--- config.mk ---
export PLATFORM = sky130hd
export DESIGN_NAME = misr_identity_core
export DESIGN_NICKNAME = d
export VERILOG_FILES = /design/src/rtl/misr_identity_core.sv
export SDC_FILE = /design/constraint.sdc
export NUM_CORES = 1
export LEC_CHECK = 0
export BUFFER_PORTS_ARGS = -buffer_cell sky130_fd_sc_hd__buf_2
export CAP_MARGIN = 20
export CELL_PAD_IN_SITES_DETAIL_PLACEMENT = 0
export CELL_PAD_IN_SITES_GLOBAL_PLACEMENT = 1
export CORE_ASPECT_RATIO = 1.5
export CORE_MARGIN = 2
export CORE_UTILIZATION = 42
export DETAILED_ROUTE_END_ITERATION = 6
export PLACE_DENSITY_LB_ADDON = 0.1
export SYNTH_ARGS = -nofsm -noshare
export SYNTH_HDL_FRONTEND = slang
export SYNTH_SLANG_ARGS = --single-unit
--- constraint.sdc ---
create_clock -name clk -period 1.3 [get_ports clk]
set_input_delay 0.195 -clock clk [delete_from_list [all_inputs] [get_ports clk]]
set_output_delay 0.195 -clock clk [all_outputs]
set_load 0.02 [all_outputs]
--- src/rtl/misr_identity_core.sv ---
// Signature compressor: NCH channels pass through a STAGES-deep capture pipeline,
// are XOR-folded into one word and compressed into a WIDTH-bit MISR over CYCLES updates.
module misr_identity_core #(
  parameter int              WIDTH  = 8,
  parameter int              NCH    = 1,
  parameter int              STAGES = 2,
  parameter int              CYCLES = 4,
  parameter logic [WIDTH-1:0] POLY  = WIDTH'(8'h1D),
  parameter logic [WIDTH-1:0] SEED  = '0,
  localparam int             CW     = $clog2(CYCLES + 1)
) (
  input  logic                 clk,
  input  logic                 rst,
  input  logic                 start,
  input  logic [NCH*WIDTH-1:0] din,
  input  logic                 din_valid,
  output logic [WIDTH-1:0]     y,
  output logic                 busy,
  output logic                 done,
  output logic [CW-1:0]        upd_cnt
);

  typedef enum logic [1:0] {IDLE, RUN, DONE} state_t;

  state_t               state;
  logic [NCH*WIDTH-1:0] dat_p [STAGES];
  logic [STAGES-1:0]    vld_p;
  logic                 apply;

  function automatic logic [WIDTH-1:0] fold(input logic [NCH*WIDTH-1:0] d);
    logic [WIDTH-1:0] acc;
    acc = '0;
    for (int c = 0; c < NCH; c++) acc ^= d[c*WIDTH +: WIDTH];
    return acc;
  endfunction

  function automatic logic [WIDTH-1:0] misr_step(input logic [WIDTH-1:0] s,
                                                 input logic [WIDTH-1:0] f);
    return {s[WIDTH-2:0], 1'b0} ^ (s[WIDTH-1] ? POLY : '0) ^ f;
  endfunction

  // Counter never passes CYCLES, so it cannot wrap.
  function automatic logic [CW-1:0] sat_inc(input logic [CW-1:0] c);
    return (c >= CW'(CYCLES)) ? c : c + 1'b1;
  endfunction

  // Capture pipeline: data always shifts, valid qualifies it; start flushes in-flight words
  always_ff @(posedge clk or posedge rst) begin
    if (rst) begin
      for (int s = 0; s < STAGES; s++) dat_p[s] <= '0;
      vld_p <= '0;
    end else begin
      dat_p[0] <= din;
      vld_p[0] <= (state == RUN) && !start && din_valid;
      for (int s = 1; s < STAGES; s++) begin
        dat_p[s] <= dat_p[s-1];
        vld_p[s] <= vld_p[s-1] && !start;
      end
    end
  end

  assign apply = vld_p[STAGES-1] && (state == RUN) && (upd_cnt < CW'(CYCLES));

  // MISR and window control; start takes priority over a word leaving the pipeline
  always_ff @(posedge clk or posedge rst) begin
    if (rst) begin
      state   <= IDLE;
      y       <= SEED;
      upd_cnt <= '0;
      busy    <= 1'b0;
      done    <= 1'b0;
    end else if (start) begin
      state   <= RUN;
      y       <= SEED;
      upd_cnt <= '0;
      busy    <= 1'b1;
      done    <= 1'b0;
    end else if (apply) begin
      y       <= misr_step(y, fold(dat_p[STAGES-1]));
      upd_cnt <= sat_inc(upd_cnt);
      if (upd_cnt == CW'(CYCLES - 1)) begin
        state <= DONE;
        busy  <= 1'b0;
        done  <= 1'b1;
      end
    end
  end

endmodule

==> results.md, run 1 <==
- # DRC: 0
- Unrepaired setup endpoints after global routing: false
- Worst path slowest cell: dfrtp_1
- Final Setup Violations: 0
- Max Root-Sink Buffers: 2
- Root Buffer: clkbuf_4
- WS Path Type: reg -> reg
- Clk sinks: 31
- P per Cell Area: 1170 nW/um^2
- Final Cycle Share: 93.6%
- Synth Warn #: 0
- HP Class: in -> reg
- # IOs: 25
- Syn avg cell area: 15.4 sq um
- Post-route cell area: between 1000 and 1500 sq um
- Routability cong.: 0.667
- First DRT Iteration DRCs: 21
- Worst slew pin tran: 0.377 ns
- Worst vdd ir: about 0.00078 V
- Placed cell areas: 1300 sq um
- Placed Cells: 136
- Startpoint Class: flip-flop
- Post-Syn Area: approximately 1100 sq um
- Final Hold Fails: 0
- DRT Wirelength: 1920 microns
- Most common cell after layout, fill and taps aside: dfrtp_1
- First-pass DRT Iterations: 4
- Largest net degree at the start of global routing: 32
- Setup WS post-layout: about 0.083 ns
- Total die area: ~3100 sq um
- Initial Util: about 45%
- Worst setup EP type: flip-flop
- Detailed Place HPWL: between 1000 and 1500 microns
- Worst-path cell chain: and4bb_4, nor2b_2, a22o_1
- Chip width: 46.2 microns
- N_diodes: 0
- Synth cell types: 18
- Pre-CTS setup slack: ~0.03 ns
- Area Overhead vs Synth: 32.7%
- TritonCTS buffer count: 5
- Sequential element share of the synthesized area: 69.2%
- FILL cells: 217
- Critical Path AT: 1.48 ns
- Crit path required time: 1.57 ns
- Synthesis-stage register bit count: 31
- Crit-path max cell delay: 0.39 ns
- Worst R2R End: y[7]
- Top achievable clock speed: 0.822 GHz
- GRT Total Usage: 14.9%
- Fin cells: 154
- Rows: 22
- Clk_lat worst skew: around 0.33 ns
- Internal reg-to-reg setup slack: 0.08 ns
- Setup Skew: 0.00715 ns
- Detail Route Antenna Nets: 0
- Relative slew slack: about three quarters
- Layout cell share with drive strength beyond 1: 39.8%
- End of the critical path: y[7]
- Initial antenna violation count: 0
- Gr ovfl total: 0
- Lkg Pwr: 0.000725 uW
- Status: finished clean
- CP bufs+invs: 0
- Worst setup startpoint: upd_cnt[2]
- Post-Syn Instances: 73
- Setup_tns: 0 ns
- I/O Buffers: 24
- First-pass GRT wire length: 3180 microns
- Core area: 2500 sq um
- Nets@finish: ~130
- Period minus WS final: 1.22 ns
- CP max FO: 4
- Cell depth of the worst setup path: 3
- Total nets after synthesis: 87
- CTS clock-pin slew for the worst setup and hold paths: 0.09 ns
- H-Tree Depth: 2
- R2R depth: 3
- Family with the most delay on the worst path: simple AND/OR/NAND/NOR gates
- FF-to-FF Start: upd_cnt[2]
- CTS tree: built
- Routed vias/inst: 4.69
- Max Transition Viols Final: 0
- Die span in y: 67.3 microns
- Most frequent cells in the layout: dfrtp_1 (30), buf_2 (24), a22o_1 (9), dlygate4sd3_1 (9)
- Via count: 723
- Wire length per cell: about 12 microns
- Number of global-route vias before repair: 692
- MaxCap Viol Count: 0
-- metal layers --
layer  vias to the layer above  global-route usage [%]  share of wire (%)
met3                         4                    6.42                4.5
met4                         0                    8.57                1.9
li1                        339                       -                  -
met1                       356                    18.8                 42
met5                         -                       0                  0
met2                        24                    20.8                 52
-- what timing repair did --
| action | 4_1_cts | 5_1_grt |
|---|---|---|
| endpoints found under the setup margin | 0 | 10 |
| buffers inserted | 0 | 2 |
| endpoints found under the hold margin | 39 | 0 |
| resized for setup | 0 | 5 |
| hold buffers | 9 | 0 |
-- area by class of cell --
| cell class | instances | area, sq um | share of cell area, % |
|---|---|---|---|
| clock buffers | 6 | 51.3 | 3.45 |
| clock inverters | 1 | 5.00 | 0.336 |
| inverters | 2 | 7.51 | 0.505 |
| multi-input cells | 38 | 339 | 22.8 |
| flip-flops and latches | 31 | 777 | 52.2 |
| well taps | 36 | 45.0 | 3.03 |
| repair buffers | 40 | 263 | 17.7 |
-- cells in the mapped netlist --
cell type | number | area [sq um]
dfrtp_1 | 31 | 776
a22o_1 | 9 | 78.8
xnor2_1 | 7 | 61.3
nor2_1 | 5 | 18.8
xor2_1 | 5 | 43.8
buf_6 | 2 | 22.5
ha_1 | 2 | 25.0
inv_1 | 2 | 7.51
a21o_1 | 1 | 7.51
a31oi_1 | 1 | 6.26
a41oi_1 | 1 | 8.76
and4bb_2 | 1 | 12.5
and4bb_4 | 1 | 16.3
clkbuf_2 | 1 | 5.00
nand3_1 | 1 | 5.00
nor2_2 | 1 | 6.26
nor2b_1 | 1 | 6.26
nor2b_4 | 1 | 13.8
-- cells by family (layout without fill, tap and decap cells) --
group,after synthesis,in the layout,share of synthesized area [%]
buf+inv,5,49,3.12
compound gates,12,12,9.04
flops,31,31,69.2
fa+ha+maj,2,2,2.23
xor+xnor,12,12,9.37
simple gates,11,12,7.03
-- stage by stage --
step           hold WS (ns)  power, uW  util (%)
3_3_place_gp          0.283       1180      52.0
6_report              0.183       1740      59.4
3_5_place_dp          0.293       1180      52.0
4_1_cts               0.153       1750      57.9
5_1_grt               0.173       1830      59.4
2_1_floorplan         0.226       1130         -
-- report_power, final --
part	leakage [uW]	internal (uW)	switching [uW]
Sequential	0.000385	1000	22.0
Clock	0.0000341	250	302
Combinational	0.000306	79.6	77.9
Total	0.000725	1330	402
-- state kept, by name, indices dropped and copies added (netlist names) --
signal and flops:
dat_p 16, done 1, state 1, upd_cnt 3
vld_p 2, y 8
-- worst min path at each step --
| stage | to | slack (ns) | cells after the start | start |
|---|---|---|---|---|
| final | vld_p[0] | 0.18 | 2 | din_valid |
| after global routing | vld_p[0] | 0.17 | 2 | din_valid |
| after CTS | upd_cnt[2] | 0.15 | 2 | start |
| after detailed placement | dat_p[6] | 0.29 | 3 | rst |
| after global placement | dat_p[15] | 0.28 | 3 | rst |
| after floorplan | dat_p[10] | 0.23 | 0 | din[2] |
Power figures use the tool's default switching activity.
==> run 2: changes to the inputs <==
- CORE_ASPECT_RATIO: 1.5 -> unset
==> run 2 against run 1 <==
Effect of this change: count of clock-buffer cells in the layout up 2; core utilization decreased by 1.3 points; non-clock buffer count shrank 2; first-iteration DRC count decreased by 95%; clock power grew 12%; wire length fell by 6.9%; register-to-register slack barely moved; clock skew grew 0.0023 ns; final cell count shrank 5.2%; global-route usage is 1.1 points lower; maximum frequency decreased by 0.70%; largest power group unchanged.
==> results.md, run 2 (synthesis gave the netlist of run 1 again) <==
- Most common cell after layout, fill and taps aside: dfrtp_1
- Total die area: 3100 sq um
- Initial Util: 44.8%
- Gr ovfl total: 0
- # IOs: 25
- Nets@finish: ~130
- Unrepaired setup endpoints after global routing: true
- Area Overhead vs Synth: 29.5%
- Crit path required time: around 1.6 ns
- First DRT Iteration DRCs: 1
- CP max FO: 9
- Wire length per cell: 12.2 microns
- Total power: between 1500 and 2000 uW
- WS Path Type: reg -> reg
- Root Buffer: clkbuf_4
- Initial antenna violation count: 0
- Detailed Place HPWL: approximately 1100 microns
- Largest regs: dat_p: 16 flops, y: 8 flops, upd_cnt: 3 flops
- Setup WS post-layout: 0.0742 ns
- Pre-CTS setup slack: approximately 0.043 ns
- Final Hold Fails: 0
- Largest net degree at the start of global routing: 32
- Final Cycle Share: between 90% and 100%
- Startpoint Class: flip-flop
- Status: finished clean
- Layout cell share with drive strength beyond 1: approximately 36%
- Max Transition Viols Final: 0
- GRT Total Usage: 13.8%
- First-pass DRT Iterations: 2
- CTS tree: built
- Clk_lat worst skew: 0.32 ns
- MaxCap Viol Count: 0
- Rows: 18
- Setup Skew: 0.00941 ns
- Register bank with the most flops: dat_p
- Worst slew pin tran: 0.375 ns
- N_diodes: 0
- Final Setup Violations: 0
- Placed Cells: 129
- P per Cell Area: approximately 1200 nW/um^2
- First-pass GRT wire length: 3110 microns
- Number of global-route vias before repair: 702
- Worst vdd ir: 0.000917 V
- HP Class: in -> reg
- CTS clock-pin slew for the worst setup and hold paths: approximately 0.09 ns
- Routability cong.: 0.654
- TritonCTS buffer count: 5
- Via count: 682
- DRT Wirelength: 1780 microns
- FILL cells: approximately 230
- Routed vias/inst: 4.67
- # DRC: 0
- Critical Path AT: between 1 and 1.5 ns
- H-Tree Depth: 2
- Relative slew slack: 75.0%
- Register area: 777 sq um
- Most frequent cells in the layout: dfrtp_1 (30), buf_2 (24), a22o_1 (9), dlygate4sd3_1 (9), xnor2_1 (7)
- Detail Route Antenna Nets: 0
- Clk sinks: 31
- Chip width: 55.7 microns
- Area of the multi-input gates: 313 sq um
- Largest register FFs: 16
- Top achievable clock speed: a little over 0.8 GHz
- Hold slack: about 0.17 ns
- Fin cells: 146
- Max Root-Sink Buffers: 2
- I/O Buffers: 24
- Lkg Pwr: 0.000716 uW
- Period minus WS final: 1.23 ns
- Die span in y: about 56 microns
- Core area: between 2000 and 2500 sq um
- Worst setup EP type: flip-flop
==> run 2: changes by cell type in the layout (fill, tap and decap cells not counted), sizes merged <==
cell | previous run | this run
buf | 31 | 29
clkbuf | 6 | 8
clkinv | 1 | 0
nor2b | 3 | 2
==> run 2: path summary, 6_finish.rpt <==
| kind | from | to | slack, ns | cells past startpoint |
|---|---|---|---|---|
| max | upd_cnt[2] | y[0] | 0.07 | 3 |
| min | start | upd_cnt[0] | 0.17 | 2 |
| max reg2reg | upd_cnt[2] | y[0] | 0.07 | 3 |
| min reg2reg | dat_p[8] | dat_p[0] | 0.35 | 0 |
| max in group asynchronous | rst | y[7] | 0.53 | 4 |
| min in group asynchronous | rst | y[4] | 0.48 | 4 |
==> run 2: critical path, stage by stage (launching register included) <==
cell and delay (ns):
dfrtp_1 0.39, and4bb_4 0.36, nor2b_4 0.25, a22o_1 0.16
==> run 2: report_power, final <==
part           total (uW)  internal [uW]  switching, uW
combinational         148           75.9           72.3
clock                 618            318            300
sequential           1030           1000           22.6
==> run 2: layer usage <==
metal	track usage, %	vias to the layer above	wire [microns]
li1	-	335	-
met1	16.5	324	816
met2	19.7	19	819
met3	7.44	4	111
met4	7.32	0	36
met5	0	-	0
==> run 2: layout make-up <==
type,instances,area share (%)
Sequential cell,31,53.5
Multi-Input combinational cell,37,21.6
Tap cell,30,2.59
Clock buffer,8,4.74
Inverter,2,0.517
Timing Repair Buffer,38,17.1
==> run 2: timing repair <==
action	4_1_cts	5_1_grt
setup endpoints to repair	0	11
hold endpoints to repair	39	0
setup buffers	0	1
gates resized for setup	0	2
hold buffers	9	0
==> run 2: through the flow <==
step / setup TNS, ns / cell area [sq um] / utilization, %
after global placement: 0 / 1290 / 51.6
after CTS: 0 / 1450 / 57.9
final: 0 / 1450 / 58.1
after floorplan: 0 / 1120 / -
after detailed placement: 0 / 1290 / 51.6
after global routing: -0.0112 / 1450 / 58.1
